## config.mk

```make
export PLATFORM = sky130hd
export DESIGN_NAME = multi_phase_sequencer
export DESIGN_NICKNAME = d
export VERILOG_FILES = /design/src/rtl/seq_pkg.sv /design/src/rtl/seq_next_phase.sv /design/src/rtl/multi_phase_sequencer.sv
export SDC_FILE = /design/constraint.sdc
export NUM_CORES = 1
export LEC_CHECK = 0
export BUFFER_PORTS_ARGS = -buffer_cell sky130_fd_sc_hd__buf_2
export CORE_MARGIN = 2
export CORE_UTILIZATION = 60
export CTS_CLUSTER_SIZE = 28
export DETAILED_ROUTE_END_ITERATION = 8
export PLACE_DENSITY = 0.84
export SYNTH_ARGS = -nofsm -noshare
export SYNTH_HDL_FRONTEND = slang
export SYNTH_SLANG_ARGS = --single-unit
export TNS_END_PERCENT = 50
```

## constraint.sdc

```tcl
create_clock -name clk -period 5.8 [get_ports clk]
set_clock_uncertainty 0.15 [all_clocks]
set_input_delay 0.29 -clock clk [delete_from_list [all_inputs] [get_ports clk]]
set_output_delay 0.29 -clock clk [all_outputs]
set_load 0.02 [all_outputs]
```

## src/rtl/seq_pkg.sv

```systemverilog
// Shared types for the multi-phase sequencer: FSM state encoding and index-width helper.
package seq_pkg;

  typedef enum logic [1:0] {
    IDLE = 2'd0,
    RUN  = 2'd1,
    DONE = 2'd2
  } state_t;

  function automatic int unsigned idx_width(input int unsigned n);
    return (n > 1) ? $clog2(n) : 1;
  endfunction

endpackage

```

## src/rtl/seq_next_phase.sv

```systemverilog
// Priority finder: lowest index >= start whose duration-nonzero bit is set.
module seq_next_phase
  import seq_pkg::*;
#(
  parameter int unsigned NUM_PHASES = 4,
  parameter int unsigned IW = idx_width(NUM_PHASES)
) (
  input  logic [NUM_PHASES-1:0] nz,
  input  logic [IW:0]           start,
  output logic [IW-1:0]         idx,
  output logic                  found
);

  always_comb begin
    idx   = '0;
    found = 1'b0;
    for (int unsigned i = 0; i < NUM_PHASES; i++) begin
      if (!found && nz[i] && (i >= 32'(start))) begin
        idx   = IW'(i);
        found = 1'b1;
      end
    end
  end

endmodule

```

## src/rtl/multi_phase_sequencer.sv

```systemverilog
// Timed multi-phase actuator sequencer with repeat/continuous passes and config snapshot.
// Optional hold input is enabled by defining SEQ_HOLD_EN.
module multi_phase_sequencer
  import seq_pkg::*;
#(
  parameter int unsigned NUM_PHASES = 4,
  parameter int unsigned DUR_W      = 8,
  parameter int unsigned NUM_ACT    = 2,
  parameter int unsigned REPEAT_W   = 4
) (
  input  logic                             clk,
  input  logic                             reset,
  input  logic                             enable,
  input  logic                             continuous,
  input  logic [REPEAT_W-1:0]              repeat_count,
  input  logic [NUM_PHASES*DUR_W-1:0]      durations,
  input  logic [NUM_PHASES*NUM_ACT-1:0]    act_mask,
`ifdef SEQ_HOLD_EN
  input  logic                             hold,
`endif
  output logic [NUM_ACT-1:0]               actuators,
  output logic [$clog2(NUM_PHASES)-1:0]    phase_idx,
  output logic                             busy,
  output logic                             done,
  output logic                             pass_done
);

  localparam int unsigned IW = idx_width(NUM_PHASES);

  state_t              state;
  logic [IW-1:0]       phase;
  logic [DUR_W-1:0]    cnt;
  logic [REPEAT_W-1:0] pass_cnt;
  logic [DUR_W-1:0]    dur_q  [NUM_PHASES];
  logic [NUM_ACT-1:0]  mask_q [NUM_PHASES];
  logic [REPEAT_W-1:0] rep_q;
  logic                cont_q;

  logic [NUM_PHASES-1:0] live_nz, snap_nz, first_nz;
  logic [IW-1:0]         first_idx, next_idx;
  logic                  first_found, next_found;
  logic                  hold_act, phase_end, more_passes, pass_end;
  logic [REPEAT_W:0]     eff_rep;

`ifdef SEQ_HOLD_EN
  assign hold_act = hold;
`else
  assign hold_act = 1'b0;
`endif

  always_comb begin
    live_nz = '0;
    snap_nz = '0;
    for (int unsigned i = 0; i < NUM_PHASES; i++) begin
      live_nz[i] = |durations[i*DUR_W +: DUR_W];
      snap_nz[i] = |dur_q[i];
    end
  end

  // In IDLE the snapshot is being captured on this edge, so search the live durations.
  assign first_nz = (state == IDLE) ? live_nz : snap_nz;

  seq_next_phase #(.NUM_PHASES(NUM_PHASES), .IW(IW)) u_first (
    .nz    (first_nz),
    .start ('0),
    .idx   (first_idx),
    .found (first_found)
  );

  seq_next_phase #(.NUM_PHASES(NUM_PHASES), .IW(IW)) u_next (
    .nz    (snap_nz),
    .start ({1'b0, phase} + (IW+1)'(1)),
    .idx   (next_idx),
    .found (next_found)
  );

  assign phase_end   = (cnt == (dur_q[phase] - DUR_W'(1)));
  assign eff_rep     = (rep_q == '0) ? (REPEAT_W+1)'(1) : {1'b0, rep_q};
  assign more_passes = cont_q || (({1'b0, pass_cnt} + (REPEAT_W+1)'(1)) < eff_rep);
  assign pass_end    = (state == RUN) && enable && !hold_act && phase_end && !next_found;

  always_ff @(posedge clk) begin
    if (!reset) begin
      state    <= IDLE;
      phase    <= '0;
      cnt      <= '0;
      pass_cnt <= '0;
      rep_q    <= '0;
      cont_q   <= 1'b0;
      for (int unsigned i = 0; i < NUM_PHASES; i++) begin
        dur_q[i]  <= '0;
        mask_q[i] <= '0;
      end
    end else begin
      case (state)
        IDLE: begin
          if (enable) begin
            for (int unsigned i = 0; i < NUM_PHASES; i++) begin
              dur_q[i]  <= durations[i*DUR_W +: DUR_W];
              mask_q[i] <= act_mask[i*NUM_ACT +: NUM_ACT];
            end
            rep_q    <= repeat_count;
            cont_q   <= continuous;
            cnt      <= '0;
            pass_cnt <= '0;
            if (first_found) begin
              state <= RUN;
              phase <= first_idx;
            end else begin
              state <= DONE;
              phase <= '0;
            end
          end
        end
        RUN: begin
          if (!enable) begin
            state <= IDLE;
            phase <= '0;
            cnt   <= '0;
          end else if (hold_act) begin
            cnt <= cnt;
          end else if (!phase_end) begin
            cnt <= cnt + DUR_W'(1);
          end else if (next_found) begin
            phase <= next_idx;
            cnt   <= '0;
          end else if (more_passes) begin
            phase <= first_idx;
            cnt   <= '0;
            if (pass_cnt != '1) pass_cnt <= pass_cnt + REPEAT_W'(1);
          end else begin
            state <= DONE;
            phase <= '0;
            cnt   <= '0;
          end
        end
        DONE: begin
          if (!enable) state <= IDLE;
        end
        default: state <= IDLE;
      endcase
    end
  end

  assign busy      = (state == RUN);
  assign done      = (state == DONE);
  assign phase_idx = busy ? phase : '0;
  assign actuators = (busy && !hold_act) ? mask_q[phase] : '0;
  assign pass_done = pass_end && reset;

endmodule

```

Word-level counts from Yosys, hierarchy flattened:

Memories as Yosys holds them, arrays and structs flattened. A register that Yosys moved wholly into a read port is not among the register bits.
Cells that the tools add are included.

* reduce and logical (&&, ||, !) cells: 38
* equality and inequality tests: 14
* $add $sub $neg: 5
* mux-type cells: 61
* $lt $le $gt $ge: 5
* bitwise logic cells: 8

Operator list (number)
* 8-bit OR reduction: 8
* 8-bit two-way mux: 7
* 2-bit two-way mux: 27
* 4-bit two-way mux: 8
* 8-bit case mux with 2 select lines: 1
* 1-bit two-way mux: 15
* 1-bit logical AND: 14
* 8-bit by 1-bit adder with 8-bit output, second input constant: 1
* 8-bit == test: 1
* 2-bit inequality test, second input constant: 4
* 1-bit OR: 8
* 4-bit case mux with 2 select lines: 1
* 8-bit by 1-bit subtractor with 8-bit output, second input constant: 1
* 1-bit logical NOT: 7
* 7-bit AND reduction: 1
* 1-bit by 3-bit greater-or-equal comparator with 1-bit output, first input constant: 2
* 2-bit by 3-bit greater-or-equal comparator with 1-bit output, first input constant: 2
* 2-bit by 1-bit inequality test with 1-bit output, second input constant: 3
* 3-bit inequality test, second input constant: 2
* 2-bit case mux with 3 select lines: 1
* 4-bit by 1-bit adder with 5-bit output, second input constant: 1
* 5-bit by 4-bit less-than comparator with 1-bit output: 1
* 5-bit AND reduction: 1
* 4-bit by 1-bit adder with 4-bit output, second input constant: 1
* other kinds (12): 13

* register bits after elaboration: 21
* logic and storage cells: 139
* input port bits: 48
* bits in writable memories: 40
* output and inout bits: 7
* memories: 2

Memory list
* dur_q: depth 4, bits a word 8, read ports 5, clocked after memory_dff 1, wr ports 4, line multi_phase_sequencer.sv:34 `logic [DUR_W-1:0] dur_q [NUM_PHASES];`
* mask_q: depth 4, bits a word 2, read ports 1, clocked after memory_dff 1, wr ports 4, line multi_phase_sequencer.sv:35 `logic [NUM_ACT-1:0] mask_q [NUM_PHASES];`

Longest topological paths before layout:

* depth in word-level cells: 22
* depth in mapped cells: 10
* mapped depth without buffers: 9

Hierarchy:

Synthesis repeated with hierarchy kept, for this count alone.

* cell total of the unflattened synthesis: 324
* area, all modules: 3517.1 sq um

By module, submodules not included
* multi_phase_sequencer: cells an instance 300, times used 1, area an instance 3379.5 sq um, seq. area each 1661.6 sq um
* seq_next_phase at u_first: cells an instance 13, times used 1, area an instance 70.1 sq um, seq. area each 0.0 sq um
* seq_next_phase at u_next: cells an instance 11, times used 1, area an instance 67.6 sq um, seq. area each 0.0 sq um

Worst setup path after synthesis:

Ideal clock, no wire load.

* path type: reg2out
* from: register with a tool-made name
* to: output port pass_done
* cell stages (with the launch flop): 10
* arrival time: 2477 ps
* required time: 5360 ps
* path buffers: 1
* path slack: 2883 ps
* cells stage by stage: dfxtp_1 buf_6 mux4_2 inv_1 ha_1 xor2_1 a221oi_1 nor4_2 o211ai_2 and3b_1

RTL lines
* end, declared: line multi_phase_sequencer.sv:25 `output logic pass_done`

==> reports/qor_table.md <==
| Group | Metric | Value |
|:---|:---|:---|
| outcome | Outcome | finished clean |
| final layout | Post-Route Utilization | 72.7% |
| sta | Post-route minimum period | 3.87 ns |
| critical path | Worst r2r dst | phase[1] |
| power | Total leakage power | 1.66 nW |
| critical path | CP endpoint | pass_done |
| critical path | Crit path DAT | 3.43 ns |
| hold path | Type of the most critical hold path | in2reg |
| yosys | Top FF cell, synth | edfxtp_1 |
| final layout | Antenna diodes | 0 |
| floorplan | Die Y-Extent | 80.8 um |
| drt | Detail Route Antenna Nets | 0 |
| floorplan | Placement row count | 27 |
| clock network | Cts bufs inserted | 9 |
| clock network | Reg clk slew, reported paths | 0.07 ns |
| critical path | Register-to-Register Setup Slack | 2.27 ns |
| yosys | Cell type with the highest aggregate area in the netlist | edfxtp_1 |
| critical path | Worst-path fanout max | 11 |
| critical path | Series of cell instances along the critical path | mux4_2, inv_1, ha_1, xor2_1, a221oi_1, nor4_2, o211ai_2, and3b_1, buf_2 |
| global route | Total track usage | 24.8% |
| sta | Final total negative setup slack | 0 ns |
| critical path | Required time at the worst-slack endpoint | 5.36 ns |
| yosys | Async S/R FF share, synth | 0% |
| global route | Number of antenna violations at the first check in global routing | 0 |
| clock network | Resized cells post-CTS | 0 |
| global route | Maximum number of pins on one net before global-route repair | 41 |
| drt | Vias/cell | 5.98 |
| sta | Final Slew Violations | 0 |
| yosys | Post-synthesis cell count | 332 |
| yosys | Average size of a mapped cell | 10.7 sq um |
| yosys | Post-synthesis instance area | 3540 sq um |
| critical path | Startpoint-to-endpoint class of the critical path | reg2out |
| flow run | Maximum capacitance violations | 0 |
| place | Number of placed cells counting well taps | 450 |
| final layout | Final instance area | 4080 sq um |
| final layout | Share of post-route cells with drive strength above 1 | 23.9% |
| sta | Unrepaired setup endpoints after global routing | false |
| clock network | Hold bufs inserted after CTS | 0 |
| drt | First DRT Iteration DRCs | 250 |
| sta | Slew of the pin with the lowest slew margin | 0.615 ns |
| clock network | Post-CTS Repair Setup Buffers | 0 |
| power | Power density cells | 290 nW/um^2 |
| clock network | Buffer levels on the longest clock path | 2 |
| floorplan | Core region area | 5610 sq um |
| global route | First-pass GRT wire length | 12.1 mm |
| yosys | Synth top area cells | edfxtp_1 34%, dfxtp_1 13%, and2_1 7.6% |
| place | Post-detail-place hpwl | 5.57 mm |
| critical path | Crit end category | output port |
| final layout | Final std cells w/o fill | 466 |
| yosys | Library cells used by synthesis | 55 |
| place | Final weighted congestion in routability-driven placement | 0.964 |
| drt | Via total after detailed routing | 2,785 |
| place | Number of I/O port buffers | 54 |
| sta | Final hold violations | 0 |
| final layout | Count of nets after finishing | 443 |
| clock network | Clock sink total | 63 |
| yosys | Yosys top cell area share | 34.0% |
| sta | Crit share post-route | 66.7% |
| sta | Slew margin rel. | 59.0% |
| final layout | Area growth from synthesis to layout | 15.3% |
| floorplan | Die area | 6520 sq um |
| floorplan | I/O Pins | 55 |
| drt | Wire length per cell | 15.9 um |
| critical path | Largest incremental delay on the critical path | 0.70 ns |
| power | Tot Pwr | 0.00118 W |
| critical path | Startpoint class of the critical path | flip-flop |
| yosys | Post-synth EDFFs | 40 |
| yosys | Mapped Nets | 386 |
| drt | Overall routed net length | 7.40 mm |
| yosys | Number of warnings issued by yosys | 0 |
| sta | Setup-failing EPs final | 0 |
| clock network | Worst skew pair latency | 0.34 ns |
| power | Worst VDD drop | 0.206 mV |
| sta | Highest clock rate | 0.259 GHz |
| clock network | TritonCTS clock tree | built |
| clock network | Buffer cell driving the clock tree root | clkbuf_8 |
| drt | DRC | 0 |
| critical path | Number of cell instances on the worst register-to-register path | 9 |
| clock network | CTS H-Tree Depth | 3 |
| yosys | Part of the Yosys area used for sequential elements | 47.0% |
| floorplan | Starting Density | 63.1% |
| global route | Total gr overflow | 0 |
| floorplan | Horizontal extent of the die | 80.8 um |
| global route | Vias in the first global route | 2,598 |
| yosys | Count of state elements after synthesis | 63 |
| place | Placed standard-cell area | 3860 sq um |
| drt | First-pass detailed-route iteration total | 4 |
| critical path | Crit path max-delay cell type | dfxtp_1 |
-- per-stage QoR --
| stage | hold slack, ns | setup WS, ns |
|---|---|---|
| finish | 0.0275 | 1.93 |
| global placement | 0.327 | 2.42 |
| global route | 0.0473 | 1.73 |
| floorplan | 0.284 | 2.88 |
| CTS | 0.0190 | 1.93 |
| detailed placement | 0.347 | 2.29 |
-- worst max-delay path: cells and delay by family, from the launching register on --
kind / cells / cell delay (ns)
flip-flops: 1 / 0.70
AND/OR/NAND/NOR: 2 / 0.70
multiplexers: 1 / 0.63
AO/OA/AOI/OAI: 2 / 0.36
adder cells (fa/ha/maj): 1 / 0.26
buffers and inverters: 2 / 0.24
XOR/XNOR: 1 / 0.19
-- layout by cell type, fill, tap and decap left out, drive strengths merged, types with 4 or more instances in the layout --
cell,n
xor2,9
nor2,21
o21ai,5
nand3,12
mux4,11
ha,6
mux2i,6
xnor2,10
dfxtp,23
a21oi,10
clkinv,4
and3,7
nor3,19
and2,43
edfxtp,40
or2,5
or4,5
nor4,15
buf,56
nand2,16
nand4,6
inv,15
clkbuf,10
-- Yosys cell counts (3+ instances only) --
library cell	n
or2_2	4
nor2_1	21
a21oi_1	10
and2_1	43
o31ai_1	3
nand4_1	6
nor4_1	13
mux4_2	11
nand3_1	12
ha_1	6
inv_1	14
xnor2_1	10
o21ai_0	4
and3_1	7
xor2_1	9
nor3_1	18
edfxtp_1	40
or4_1	5
nand2_1	16
dfxtp_1	23
clkbuf_1	8
mux2i_1	6
-- logic make-up after synthesis --
| kind of cell | synth area share, % |
|---|---|
| AND/OR/NAND/NOR | 25.6 |
| XOR/XNOR | 4.71 |
| flip-flops | 47.0 |
| AO/OA/AOI/OAI | 8.95 |
| multiplexers | 8.71 |
| buffers and inverters | 2.90 |
| adder cells (fa/ha/maj) | 2.12 |
-- power by group --
group	switching [W]	internal [W]	leakage (nW)	total, W
Clock	0.000170	0.000241	0.110	0.000411
Combinational	0.000120	0.0000988	0.925	0.000218
Sequential	0.0000357	0.000518	0.620	0.000553
-- state kept, by name, summed over array words and instances, names as in the netlist, named ones only --
| register | flops |
|---|---|
| cnt | 8 |
| cont_q | 1 |
| dur_q | 32 |
| mask_q | 8 |
| pass_cnt | 4 |
| phase | 2 |
| rep_q | 4 |
| state | 2 |
-- worst min path at each step --
| stage | start | end | slack (ns) | cells past startpoint |
|---|---|---|---|---|
| final | repeat_count[3] | rep_q[3] | 0.03 | 3 |
| after global routing | continuous | cont_q | 0.05 | 3 |
| after CTS | repeat_count[3] | rep_q[3] | 0.02 | 3 |
| after detailed placement | cont_q | cont_q | 0.35 | 2 |
| after global placement | cont_q | cont_q | 0.33 | 2 |
| after floorplan | continuous | cont_q | 0.28 | 2 |
-- final cells by class --
type                            count  area (sq um)
Clock buffer                       10           128
Fill cell                         416          1530
Multi-Input combinational cell    244          1770
Clock inverter                      6          83.8
Sequential cell                    63          1660
Inverter                           15          56.3
Tap cell                           72          90.1
Timing Repair Buffer               56           285
-- per-layer routing --
layer / vias up / wire [um] / GRT usage (%)
met5: - / 0 / 0
met3: 13 / 467 / 6.00
met1: 1300 / 3140 / 32.2
met4: 0 / 139 / 9.32
met2: 112 / 3650 / 40.7
li1: 1360 / - / -
No activity file was read; power rests on OpenSTA's default activity.
